### src/rtl/param_register_file.sv
// Parametrised register file: two registered read ports, one write port, immediate
// substitution on port 2, and a sequential bulk-clear engine. Define REGFILE_BYPASS_EN for write-to-read forwarding.
module param_register_file #(
  parameter int DATA_WIDTH = 8,
  parameter int REG_COUNT  = 8,
  parameter int ADDR_WIDTH = $clog2(REG_COUNT)
) (
  input  logic                  clock,
  input  logic                  resetN,
  input  logic                  regWrite,
  input  logic [ADDR_WIDTH-1:0] writeRegister,
  input  logic [DATA_WIDTH-1:0] writeData,
  input  logic [ADDR_WIDTH-1:0] readRegister1,
  input  logic [ADDR_WIDTH-1:0] readRegister2,
  input  logic                  immediate,
  input  logic [DATA_WIDTH-1:0] ltValue,
  input  logic                  clearStart,
  output logic                  busy,
  output logic [DATA_WIDTH-1:0] readData1,
  output logic [DATA_WIDTH-1:0] readData2
);

  localparam logic [ADDR_WIDTH:0]   COUNT_EXT  = (ADDR_WIDTH + 1)'(REG_COUNT);
  localparam logic [ADDR_WIDTH-1:0] LAST_INDEX = ADDR_WIDTH'(REG_COUNT - 1);

  // Handshake: no ready/valid pair here; upstream must hold writes while busy=1,
  // and any write presented during the sweep is dropped without notice.
  typedef enum logic {
    IDLE  = 1'b0,
    CLEAR = 1'b1
  } stateT;

  stateT                  state;
  logic [ADDR_WIDTH-1:0]  clearPointer;
  logic [DATA_WIDTH-1:0]  registers [REG_COUNT];
  logic                   writeAccept;
  logic [DATA_WIDTH-1:0]  readNext1;
  logic [DATA_WIDTH-1:0]  readNext2;

  function automatic logic inRange(input logic [ADDR_WIDTH-1:0] addr);
    return {1'b0, addr} < COUNT_EXT;
  endfunction

  assign writeAccept = regWrite && (state == IDLE) && inRange(writeRegister);
  assign busy        = (state == CLEAR);

  always_comb begin
    readNext1 = '0;
    readNext2 = '0;
    if (inRange(readRegister1)) readNext1 = registers[readRegister1];
    if (inRange(readRegister2)) readNext2 = registers[readRegister2];
`ifdef REGFILE_BYPASS_EN
    // Forward the word landing this edge; an entry being swept reads as already cleared.
    if (writeAccept && (writeRegister == readRegister1)) readNext1 = writeData;
    if (writeAccept && (writeRegister == readRegister2)) readNext2 = writeData;
    if ((state == CLEAR) && (clearPointer == readRegister1)) readNext1 = '0;
    if ((state == CLEAR) && (clearPointer == readRegister2)) readNext2 = '0;
`endif
    if (immediate) readNext2 = ltValue;
  end

  always_ff @(posedge clock or negedge resetN) begin
    if (!resetN) begin
      state        <= IDLE;
      clearPointer <= '0;
      readData1    <= '0;
      readData2    <= '0;
      for (int i = 0; i < REG_COUNT; i++) registers[i] <= '0;
    end else begin
      readData1 <= readNext1;
      readData2 <= readNext2;
      case (state)
        IDLE: begin
          if (writeAccept) registers[writeRegister] <= writeData;
          if (clearStart) begin
            state        <= CLEAR;
            clearPointer <= '0;
          end
        end
        CLEAR: begin
          registers[clearPointer] <= '0;
          // Stop on the last real index so non-power-of-two sizes never overrun.
          if (clearPointer == LAST_INDEX) begin
            state        <= IDLE;
            clearPointer <= '0;
          end else begin
            clearPointer <= clearPointer + 1'b1;
          end
        end
        default: state <= IDLE;
      endcase
    end
  end

endmodule
### config.mk
export PLATFORM = sky130hd
export DESIGN_NAME = param_register_file
export DESIGN_NICKNAME = d
export VERILOG_FILES = /design/src/rtl/param_register_file.sv
export SDC_FILE = /design/constraint.sdc
export NUM_CORES = 1
export LEC_CHECK = 0
export BUFFER_PORTS_ARGS = -buffer_cell sky130_fd_sc_hd__buf_2
export CORE_MARGIN = 1
export CORE_UTILIZATION = 45
export CTS_CLUSTER_DIAMETER = 150
export DETAILED_ROUTE_END_ITERATION = 8
export GPL_ROUTABILITY_DRIVEN = 0
export PLACE_DENSITY = 0.76
export REMOVE_ABC_BUFFERS = 1
export SYNTH_ARGS = -nofsm -noshare
export SYNTH_HDL_FRONTEND = slang
export SYNTH_SLANG_ARGS = --single-unit
### constraint.sdc
create_clock -name clock -period 2.45 [get_ports clock]
set_clock_uncertainty 0.1 [all_clocks]
set_input_delay 0.3675 -clock clock [delete_from_list [all_inputs] [get_ports clock]]
set_output_delay 0.3675 -clock clock [all_outputs]
set_load 0.01 [all_outputs]
**Word-level counts from Yosys, hierarchy flattened**

Index checks and enable logic that the tools add are counted.

- Register bits after elaboration: 84
- Output and inout bits: 17
- Word-level logic and storage cells: 52

- Add/subtract/negate cells: 1
- Bitwise logic cells: 7
- Eq/ne operators: 3
- Reductions and logical operators: 3
- Order comparisons: 6
- Multiplexer cells: 20

Operator list:

| cell | count |
|---|---|
| 64-bit case mux with 2 select lines | 1 |
| 64-bit bitwise AND | 1 |
| 64-bit bitwise mux | 1 |
| 64-bit 2-to-1 mux | 1 |
| 64-bit inverter | 1 |
| 8-bit 2-to-1 mux | 7 |
| 8-bit binary-select mux with 3-bit select | 2 |
| 8-bit demux with 3-bit select | 2 |
| 4-bit greater-or-equal comparator (second input constant) | 4 |
| 3-bit inverter with 4-bit output | 4 |
| 4-bit by 1-bit less-than comparator with 1-bit output (second input constant) | 2 |
| 3-bit 2-to-1 mux | 2 |
| 3-bit case mux with 2 select lines | 1 |
| 2-bit inequality test (second input constant) | 2 |
| 3-bit by 1-bit adder with 3-bit output (second input constant) | 1 |
| 3-bit == test (second input constant) | 1 |
| 1-bit logical AND | 3 |
| 1-bit 2-to-1 mux | 2 |
| 1-bit case mux with 2 select lines | 1 |
| 1-bit inverter | 1 |

**Longest topological paths before layout**

Gate-level depths: netlist of the first run.

- Depth in word-level cells: 8
- Mapped depth: 5

**Least setup slack after synthesis of the first run**

No wires, ideal clock.

- Path type: in2reg
- Start: in readRegister1[1]
- End: reg readData1[6]
- Path slack: 822 ps
- Stages on the path: 4
- Arrival: 1,403 ps
- Buffers on the path: 2
- Path through: buf_4 -> buf_4 -> mux4_2 -> mux2_2

- Word-level cells in the longest chain between the ends: 4

Ends and longest elaborated chain:

| element | line | RTL |
|---|---|---|
| from (decl) | 13 | `input logic [ADDR_WIDTH-1:0] readRegister1,` |
| 3-bit inverter with 4-bit output (implied by the code) | 50 | `if (inRange(readRegister1)) readNext1 = registers[readRegister1];` |
| 8-bit binary-select mux with 3-bit select | 50 |  |
| 8-bit 2-to-1 mux (implied by the code) (2 in series) | 50 |  |
| via readNext1[6] | 37 | `logic [DATA_WIDTH-1:0] readNext1;` |
| to (signal assigned) | 70 | `readData1 <= readNext1;` |
| to (decl) | 19 | `output logic [DATA_WIDTH-1:0] readData1,` |

The timed path passes the listed nets, and every way through them passes these cells. The select of a mux whose other input is x is not followed.
A chain may end at the register's enable or synchronous reset.

**Worst setup path in the final report of the first run**

- Start: reg state (netlist: busy)
- End: reg registers[51] (netlist bit)

- Word-level cells in the longest chain between the ends: 3

Ends and longest elaborated chain:

| element | line | RTL |
|---|---|---|
| from (decl) | 33 | `stateT state;` |
| from (signal assigned) | 64 | `state <= IDLE;` |
| from (signal assigned) | 76 | `state <= CLEAR;` |
| from (signal assigned) | 84 | `state <= IDLE;` |
| 1-bit inverter | - |  |
| 1-bit logical AND | 44 | `assign writeAccept = regWrite && (state == IDLE) && inRange(writeRegister);` |
| 2-bit inequality test (no line) | - |  |
| to (signal, indexed assignment) | 74 | `if (writeAccept) registers[writeRegister] <= writeData;` |
| to (decl) | 35 | `logic [DATA_WIDTH-1:0] registers [REG_COUNT];` |

Parallel ways exist; a longest one is shown, timed or not.

==> results of run 1 <==
-- Yosys cell counts (5+ instances only) --
library cell | n | area share [%]
mux2_2 | 24 | 6.0
inv_1 | 8 | 0.67
a22o_1 | 8 | 1.6
buf_4 | 5 | 0.84
nand2b_1 | 5 | 0.70
o22ai_1 | 8 | 1.1
o31ai_1 | 8 | 1.3
clkbuf_1 | 5 | 0.42
dfrtp_1 | 84 | 47
buf_1 | 8 | 0.67
mux4_1 | 15 | 8.8
nand2_1 | 77 | 6.4
buf_2 | 7 | 0.78
mux2i_1 | 80 | 18
-- power breakdown --
group | internal [µW] | switching (µW)
clock network | 476 | 529
logic | 671 | 713
registers | 1840 | 389
-- layout by cell type (no fill, tap or decap), drive strengths merged, types with 8 or more instances in the layout --
master / synthesis / final
a22o: 8 / 8
buf: 23 / 53
clkbuf: 5 / 9
inv: 8 / 10
o31ai: 8 / 8
dfrtp: 84 / 84
nand2: 78 / 78
mux2i: 80 / 80
mux2: 24 / 24
mux4: 16 / 16
o22ai: 8 / 8
-- sequential cells by signal, summed over array words and instances (netlist names) --
signal,count
busy,1
readData1,8
readData2,8
registers,64
clearPointer,3
-- worst max-delay path: cells and delay by family, from the launching register on --
family           cells  cell delay, ns
and+or+nand+nor      2            1.02
DFF                  1            0.39
muxes                1            0.33
-- cell families after synthesis --
family                     Yosys count
AOI/OAI and AO/OA                   28
adders and majority gates            2
buffers and inverters               36
DFF                                 84
muxes                              120
and+or+nand+nor                    104
-- area by class of cell --
| type | instances | area share [%] |
|---|---|---|
| Clock buffer | 9 | 2.466 |
| Multi-Input combinational cell | 254 | 43.90 |
| Timing Repair Buffer | 54 | 6.378 |
| Inverter | 8 | 0.5979 |
| Clock inverter | 7 | 1.495 |
| Tap cell | 133 | 3.313 |
| Sequential cell | 84 | 41.85 |
-- final timing paths --
path,start,end,slack [ns],cells after the start
setup / recovery,busy,registers[51],0.52,3
hold / removal,ltValue[6],readData2[6],0.1,3
setup reg to reg,busy,registers[51],0.52,3
hold reg to reg,registers[28],registers[28],0.45,2
max in group asynchronous,resetN,registers[61],1.18,3
min in group asynchronous,resetN,readData1[7],0.41,2
-- metrics by stage --
stage	cell area, µm²	setup slack [ns]
floorplan	4327	0.2457
global placement	4813	0.5326
detailed placement	4813	0.4988
CTS	5022	0.5633
global route	5022	0.4274
finish	5022	0.5216
-- per-layer routing --
layer / track usage, % / vias to the layer above
met5: 0 / -
met4: 7.802 / 0
met3: 4.925 / 24
met2: 40.02 / 116
met1: 31.18 / 1608
li1: - / 1419
==> summary.txt, run 1 <==
Timing
  – Min Tclk post-route: about 1.9 ns
  – Final Hold Vio Count: 0
  – Max Freq: 518.6 MHz
  – Slew Limit Fails: 0
  – Slew at the pin closest to its max-slew limit: ~0.67 ns
  – RSZ-0062 raised after global routing: false
  – Setup TNS Final: 0 ns
  – Hold_ws: 0.09774 ns
  – Slew HR: 55.56%
  – Final Cycle Share: roughly 80%
  – Final setup viols: 0

Critical path
  – Classification of the worst setup path: reg2reg
  – Max stage delay on crit path: about 0.55 ns
  – Worst Setup End Kind: register
  – Critical path, cell by cell: nor3b_1 > nand3b_1 > mux2i_1
  – WP data arrival: 2.09 ns
  – Worst setup SP type: register
  – Critical Path RT: 2.62 ns
  – Max Fanout on Critical Path: 8
  – CP max stage cell: nand3b_1

Cells and area
  – Inserted Diodes: 0
  – Utilization after layout: ~52%
  – Sequential cell area: 2102 µm²
  – FILL cells: 880
  – Share of cells above drive strength 1: 23.56%
  – Final cell count without fillers: 549
  – Area Growth Syn to Fin: 11.97%
  – Area occupied by multi-input gates: 2205 µm²
  – Final nets: 443

Min path
  – Worst hold-check path type: in2reg

Floorplanning
  – Core area: 9729 µm²
  – Initial Utilization: 46.10%
  – Die X: 101.8 µm
  – Core Rows: 36
  – Num ports: 47
  – Area of the die: around 10,000 µm²
  – Die height: 101.8 µm

Yosys
  – Number of enable flip-flop cells after synthesis: 0
  – Mux cell area share after synthesis: 33.17%
  – Synth Flop Type: dfrtp_1
  – Syn_area_per_cell: 11.99 µm²
  – Simple-gate portion of the synthesized area: 10.74%
  – Async set-reset flop share out of synthesis: 100.0%
  – Sequential element share of the synthesized area: 46.86%
  – Synth Register Bits: 84
  – Cells after synthesis: 374
  – Synth Area in Compound Gates: about 4.5%
  – Synth Area in XOR/XNOR: 0%
  – Mapped Area: 4486 µm²
  – Syn. warnings: 0
  – Post-synthesis adder-cell area fraction: 0.5579%
  – Largest family of logic cells by synthesized area: multiplexers
  – Synth unique cells: 31

Power
  – Tot Pwr: 4621 µW
  – PwrDens: 920.0 nW/µm²
  – Worst IR Drop VDD: between 0.0006 and 0.0007 V
  – Leakage: 0.002558 µW

Placement
  – Placed cells: 532
  – Post-detail-place hpwl: 7989 µm
  – Port buffer count: 46

Job
  – Max_cap viols: 0

Status
  – Status: finished clean

Drt
  – Vias/cell: 5.769
  – WL met3: 595 µm
  – Post-Route M1 WL: 4842 µm
  – Initial DRC count: 138
  – TritonRoute pass-1 iters: 4
  – Post-DRT Antenna Nets: 0
  – Routed length on met2: 5563 µm
  – Highest layer used for signal routing: met4
  – Wire per inst: ~21 µm
  – Final WL: 11,280 µm
  – Vias post-DR: roughly 3.2k
  – DRC viols: 0

Clock network
  – Clk Latency, worst-skew pair: 0.36 ns
  – Htree depth: 3
  – Gates resized, CTS repair: 0
  – Post-CTS Setup Bufs: 0
  – Hold buffer count at cts: 1
  – Bufs on Longest Clock Path: 2
  – CTS tree: done
  – Clk slew on worst S/H paths: 0.09 ns
  – TritonCTS Sinks: 84
  – Total clock buffers created by CTS: 9
  – Root Driver: clkbuf_8

GRT
  – Vias in the first global route: 3,378
  – Largest net degree at the start of global routing: 51
  – GR Overflow Total: 0
  – Initial antenna violation count: 0
  – Total GRT Usage: between 20% and 30%
  – First-pass GRT wire length: 18,150 µm
Power figures use the tool's default switching activity.
==> inputs of run 2 (changes only) <==
- clock period: 2.45 -> 1.8 ns (I/O delays scaled with it)
==> summary.txt, run 2 (same netlist as run 1, synthesis figures left out) <==
Power
  – Worst IR Drop VDD: between 0.0008 and 0.0009 V
  – Leakage: roughly 0.0027 µW
  – PwrDens: 1250 nW/µm²

Placement
  – Placed instance area: 4966 µm²
  – Post-detail-place hpwl: 7774 µm
  – Pre-CTS setup slack: 0.1756 ns
  – Placed cells: ~550
  – Port buffer count: between 40 and 50

Timing
  – Worst Slack Setup Final: 0.1301 ns
  – Max Freq: 598.8 MHz
  – RSZ-0062 raised after global routing: false
  – Final Hold Vio Count: 0
  – Slew Limit Fails: 0
  – Final setup viols: 0
  – Slew HR: 50.11%
  – Min Tclk post-route: 1.670 ns
  – Setup TNS Final: 0 ns
  – Final Cycle Share: 92.77%
  – Slew at the pin closest to its max-slew limit: between 0.7 and 0.8 ns

Floorplanning
  – Num ports: 47
  – Area of the die: 10,370 µm²
  – Initial Utilization: a little under half
  – Core Rows: 36
  – Die X: 101.8 µm
  – Die height: 101.8 µm
  – Core area: 9729 µm²

Clock network
  – Root Driver: clkbuf_8
  – Clk slew on worst S/H paths: 0.08 ns
  – TritonCTS Sinks: 84
  – Gates resized, CTS repair: 0
  – Htree depth: 3
  – CTS tree: done
  – Clk Latency, worst-skew pair: 0.37 ns
  – Post-CTS Setup Bufs: 0
  – Bufs on Longest Clock Path: 2
  – Total clock buffers created by CTS: 9
  – Hold buffer count at cts: 2

GRT
  – First-pass GRT wire length: 17,840 µm
  – Largest net degree at the start of global routing: 39
  – Vias in the first global route: roughly 3.3k
  – GR Overflow Total: 0
  – Initial antenna violation count: 0
  – Total GRT Usage: ~24%

Job
  – Max_cap viols: 0

Cells and area
  – Max FFs per register: 64
  – Commonest non-fill, non-tap cell in the layout: dfrtp_1
  – Area Growth Syn to Fin: 15.70%
  – Final cell count without fillers: 567
  – Most frequent cells in the layout: dfrtp_1, mux2i_1, nand2_1
  – Design area: 5190 µm²
  – Final nets: around 460
  – Inserted Diodes: 0
  – Largest registers: registers x64, readData1 x8, readData2 x8
  – Largest Register: registers
  – Share of cells above drive strength 1: a little over a quarter

Drt
  – Final WL: between 10,000 and 15,000 µm
  – TritonRoute pass-1 iters: 5
  – Wire per inst: 20.28 µm
  – Initial DRC count: 256
  – Vias post-DR: 3,271
  – Vias/cell: just under 6
  – Post-DRT Antenna Nets: 0
  – DRC viols: 0

Critical path
  – CP Launch Point: busy
  – WP data arrival: 1.86 ns
  – Classification of the worst setup path: reg2reg
  – Max Fanout on Critical Path: 8
  – Worst setup SP type: register
  – Worst Setup End Kind: register
  – Critical Path RT: 1.99 ns
  – R2r startpoint: busy

Min path
  – Worst hold-check path type: in2reg
  – Hold Crit Start: ltValue[7]

Status
  – Status: finished clean
run 2: worst max-delay path: stages, from the launching register on:
cell,delay (ns)
dfrtp_1,0.41
nor3b_1,0.43
and3_1,0.22
buf_4,0.21
mux2i_1,0.22
run 2: layout make-up:
cell class | instances | area (µm²)
flip-flops and latches | 84 | 2102
well taps | 133 | 166.4
multi-input cells | 254 | 2205
clock buffers | 13 | 158.9
inverters | 8 | 30.03
fillers | 837 | 4539
repair buffers | 72 | 483.0
clock inverters | 3 | 45.04
run 2: layer usage:
metal  global-route usage (%)  part of all wire, %  vias to the layer above
met5                        0                    0                        -
met4                    8.901                  2.9                        0
met3                    5.130                  6.2                       26
met2                    37.47                   46                      126
met1                    33.50                   45                     1665
li1                         -                    -                     1454
run 2: final timing paths:
kind | to | slack, ns | cells past startpoint
max | registers[23] | 0.13 | 4
min | readData2[7] | 0.02 | 3
max reg2reg | registers[23] | 0.13 | 4
min reg2reg | registers[0] | 0.45 | 2
max in group asynchronous | registers[36] | 0.71 | 3
min in group asynchronous | readData2[6] | 0.30 | 2
run 2: stage by stage:
step                      hold WS, ns  util [%]  total power, µW
after floorplan               -0.1256         -             4174
after global placement         0.1520     51.04             4975
after detailed placement       0.1559     51.04             5109
after CTS                    0.006673     53.34             6501
after global routing          0.02458     53.34             6881
final                         0.01701     53.34             6488
run 2: report_power, final:
group          switching, µW  internal (µW)
Sequential               450           2510
Clock                    678            718
Combinational           1090           1050
Total                   2210           4270
